$ cat config.mk
export PLATFORM = sky130hd
export DESIGN_NAME = fifo_wr_arbiter
export DESIGN_NICKNAME = d
export VERILOG_FILES = /design/src/rtl/fifo_wr_arbiter.sv
export SDC_FILE = /design/constraint.sdc
export NUM_CORES = 1
export LEC_CHECK = 0
export CORE_UTILIZATION = 40
export DETAILED_ROUTE_END_ITERATION = 16
export PLACE_DENSITY_LB_ADDON = 0.05
export SETUP_SLACK_MARGIN = 0.15
export SYNTH_ARGS = -nofsm -noshare
export SYNTH_HDL_FRONTEND = slang
export SYNTH_SLANG_ARGS = --single-unit
$ cat constraint.sdc
create_clock -name clk -period 2.7 [get_ports clk]
set_clock_uncertainty 0.1 [all_clocks]
set_input_delay 0.81 -clock clk [delete_from_list [all_inputs] [get_ports clk]]
set_output_delay 0.81 -clock clk [all_outputs]
set_load 0.01 [all_outputs]
$ cat src/rtl/fifo_wr_arbiter.sv
// Round-robin arbiter sharing one FIFO write port among NUM_REQ packet sources.
// The grant is held for a whole packet, so packets never interleave in the FIFO.
module fifo_wr_arbiter #(
    parameter int NUM_REQ    = 4,
    parameter int ID_WIDTH   = 2,
    parameter int DATA_WIDTH = 8,
    localparam int FIFO_WIDTH = ID_WIDTH + DATA_WIDTH + 1
) (
    input  logic                          clk,
    input  logic                          rst_n,
    input  logic [NUM_REQ-1:0]            req_valid,
    input  logic [NUM_REQ*DATA_WIDTH-1:0] req_data,
    input  logic [NUM_REQ-1:0]            req_last,
    output logic [NUM_REQ-1:0]            req_ready,
    output logic [FIFO_WIDTH-1:0]         fifo_din,
    output logic                          fifo_wr_en,
    input  logic                          fifo_full,
    output logic                          busy,
    output logic [ID_WIDTH-1:0]           grant_id,
    output logic [15:0]                   pkt_count
);

    typedef enum logic {
        IDLE  = 1'b0,
        BURST = 1'b1
    } state_t;

    state_t              state;
    logic [ID_WIDTH-1:0] rr_ptr;
    logic [ID_WIDTH-1:0] next_id;
    logic [ID_WIDTH-1:0] search_idx;
    logic                found;
    logic                last_beat;

    // First valid requester at or above rr_ptr; index arithmetic wraps because NUM_REQ is a power of two.
    always_comb begin
        next_id    = rr_ptr;
        search_idx = rr_ptr;
        found      = 1'b0;
        for (int k = 0; k < NUM_REQ; k++) begin
            search_idx = rr_ptr + ID_WIDTH'(k);
            if (!found && req_valid[search_idx]) begin
                found   = 1'b1;
                next_id = search_idx;
            end
        end
    end

    // fifo_full gates the handshake combinationally so a write is never attempted into a full FIFO.
    always_comb begin
        req_ready  = '0;
        fifo_wr_en = 1'b0;
        fifo_din   = '0;
        if (state == BURST) begin
            req_ready[grant_id] = ~fifo_full;
            fifo_wr_en          = req_valid[grant_id] & ~fifo_full;
            fifo_din            = {grant_id,
                                   req_data[int'(grant_id)*DATA_WIDTH +: DATA_WIDTH],
                                   req_last[grant_id]};
        end
    end

    assign last_beat = fifo_wr_en & req_last[grant_id];

    always_ff @(posedge clk or negedge rst_n) begin
        if (!rst_n) begin
            state     <= IDLE;
            busy      <= 1'b0;
            rr_ptr    <= '0;
            grant_id  <= '0;
            pkt_count <= 16'd0;
        end else begin
            case (state)
                IDLE: begin
                    if (found) begin
                        state    <= BURST;
                        busy     <= 1'b1;
                        grant_id <= next_id;
                    end
                end
                BURST: begin
                    if (last_beat) begin
                        state     <= IDLE;
                        busy      <= 1'b0;
                        rr_ptr    <= grant_id + 1'b1;
                        pkt_count <= pkt_count + 16'd1;
                    end
                end
                default: begin
                    state <= IDLE;
                    busy  <= 1'b0;
                end
            endcase
        end
    end

endmodule

==> flow_summary.yaml <==
global_routing:
  antenna_found_initial: 0
  grt_start_max_net_pins: 23
  gr-usage-all-layers: 0.210
  grt_pass1_vias: 1404
  grt_pass1_wl_mm: 6.78
  grt_overflow: 0
clock_network:
  cts_tree: "done"
  cts_buffers: 3
  cts-hold-fix-buffers: 0
  clkLatencyLatePin_ns: 0.26
  clockBufferDepth: 2
  cts_htree_levels: 1
  cts.clk_slew.worst_paths_ns: 0.07
  clockRootBuffer: "clkbuf_8"
  clock-sinks: 22
logic_synthesis:
  synth.top_cell.area_share: 0.355
  synth_edf_count: 0
  synthArstFlopShare: 1.00
  synthesis.nets: 194
  ys_seq_elements: 22
  synthCells: 146
  ys.warnings.count: 0
  yosysSeqAreaShare: 0.355
  synth_top_area_cell: "dfrtp_1"
  netlist_area_um2: 1550
  synth_cell_types: 36
  ys.flop_type: "dfrtp_1"
  syn_area_per_cell_um2: 10.6
  ys_top_cells_by_area: "dfrtp_1 (36%), mux4_2 (12%), xor2_1 (7.9%)"
  synth.most_common_cell: "dfrtp_1"
  synthTopCellsByCount: "dfrtp_1 (22), xor2_1 (14), and2_1 (13)"
floorplan:
  ios: 78
  die_h_um: 64.2
  core_region_area_um2: 3690
  placementRows: 22
  die_area_um2: 4130
  die_w_um: 64.2
  start_util: 0.420
detailed_routing:
  routed_wl_mm: 4.16
  drt_first_pass_iters: 4
  wl_per_cell_um: 14.9
  antenna_left: 0
  drc: 0
  dr_total_vias: 1454
  drtIter0Drc: 70
  via_per_inst: 5.23
power_and_ir_drop:
  static-leakage-power_uw: 0.00116
  p_sw_frac: 0.378
  p_total_uw: 1950
  seqPwrFrac: 0.263
  p_int_uw: 1220
  p_per_area_nw_per_um2: 824
  clockPowerShare: 0.118
  ir_worst_vdd_mv: 0.487
  p_sw_uw: 738
  pwr-share-comb: 0.619
placed_design:
  dp_worst_setup_slack_ns: -0.533
  numPortBuffers: 77
  hpwl_mm: 3.21
  dp_cells: 273
  gp_congestion: 0.782
setup_path:
  r2r_end: "state$_DFF_PN0_"
  rrSetupSlack_ns: 0.63
  critPathLaunchType: "input port"
  r2r_start: "grant_id[0]$_DFFE_PN0P_"
  reg2regPathDepth: 7
  cp.arrival_ns: 1.64
  cp-end-kind: "output pin"
  crit_type: "in2out"
  crit_required_ns: 1.79
  crit_fanout: 1
timing:
  tightest_slew_ns: 0.381
  hold_viol: 0
  rsz0062_at_grt: "true"
  finalCriticalPeriod_ns: 2.55
  fin_ws_ns: 0.152
  fmax_mhz: 392
  fin_crit_sh: 0.944
  drv_slew: 0
  slew_headroom: 0.739
  setup_violations: 0
layout:
  drive_above_1_share: 0.361
  nNetsFinal: 279
  utilization: 0.643
  layout.cells.non_filler: 278
  area_delta_synth_final_pct: 53.2
  n_antenna_cell: 0
hold_path:
  hold_depth: 1
  hold_end: "busy$_DFFE_PN0P_"
  hold_class: "reg2reg"
  hold_start: "busy$_DFFE_PN0P_"
run_status:
  outcome: "finished, final reports clean"
run:
  cap_violations: 0
-- cell families after synthesis --
logic type	count (synthesis)	synth area share
AO/OA/AOI/OAI	13	0.0646
XOR/XNOR	15	0.0848
adder cells (fa/ha/maj)	5	0.0404
buffers and inverters	16	0.0509
flip-flops	22	0.355
multiplexers	16	0.179
AND/OR/NAND/NOR	59	0.225
-- power by group through the flow --
stage               clock network, µW  logic (µW)  registers (µW)
global route                      247        1310             531
finish                            230        1210             515
floorplan                           0         697             504
CTS                               236        1220             515
global placement                    0        1230             538
detailed placement                  0        1240             544
-- area by class of cell --
| cell class | instances | area, µm² |
|---|---|---|
| Tap cell | 48 | 60.1 |
| Clock buffer | 4 | 55.1 |
| Multi-Input combinational cell | 108 | 937 |
| Fill cell | 331 | 1320 |
| Inverter | 6 | 22.5 |
| Timing Repair Buffer | 90 | 746 |
| Sequential cell | 22 | 553 |
-- registers in the layout (all words and copies together), names as in the netlist --
name,cells
rr_ptr,2
grant_id,2
pkt_count,16
state,1
busy,1
-- routing by layer --
metal | GRT usage | share of wire | vias to the layer above
met3 | 0.0250 | 0.067 | 4
met2 | 0.368 | 0.49 | 60
met4 | 0.0500 | 0.0070 | 0
li1 | - | - | 699
met1 | 0.275 | 0.44 | 691
met5 | 0 | 0 | -
-- layout by cell type (no fill, tap or decap), types with 2 or more instances in the layout --
master,instances
and2_1,12
nor2b_1,2
buf_6,14
clkbuf_8,4
a21oi_1,3
and3_1,3
buf_4,11
nor2_1,6
dfrtp_1,20
buf_12,2
nand2_1,4
dfrtp_2,2
clkdlybuf4s50_1,22
buf_2,28
nor3b_1,2
o21ai_0,4
ha_1,5
nand3_1,6
nor4_1,7
dlygate4sd2_1,8
xor2_1,14
nand4_1,4
nor3_1,6
mux2_4,4
clkdlybuf4s15_1,2
clkbuf_2,3
mux2i_1,3
mux4_2,8
inv_1,5
-- critical path, cell delays in order --
cell and delay (ns):
buf_6 0.09, mux4_2 0.44, and2_1 0.17, buf_2 0.13
-- stage by stage --
stage / setup TNS [ns] / area, µm² / hold WS [ns]
4_1_cts: 0 / 2360 / 0.382
6_report: 0 / 2370 / 0.377
3_5_place_dp: -6.35 / 2430 / 0.366
5_1_grt: 0 / 2370 / 0.393
2_1_floorplan: 0 / 1550 / 0.404
3_3_place_gp: -6.07 / 2430 / 0.358
-- how the worst max path moves through the flow --
stage | depth (start not counted) | start | endpoint
final | 4 | req_data[28] | fifo_din[5]
after CTS | 4 | req_data[31] | fifo_din[8]
after global placement | 4 | req_data[31] | fifo_din[8]
after floorplan | 4 | req_valid[1] | fifo_wr_en
after global routing | 4 | grant_id[0]$_DFFE_PN0P_ | fifo_din[2]
after detailed placement | 4 | req_data[31] | fifo_din[8]
-- repair_timing --
action                     CTS  global route
hold endpoints to repair     0             0
setup endpoints to repair   16            12
resized for setup          172             8
pin swaps                    5             4
setup buffers                1             0
Note: power is estimated with default switching activity, not from simulation.
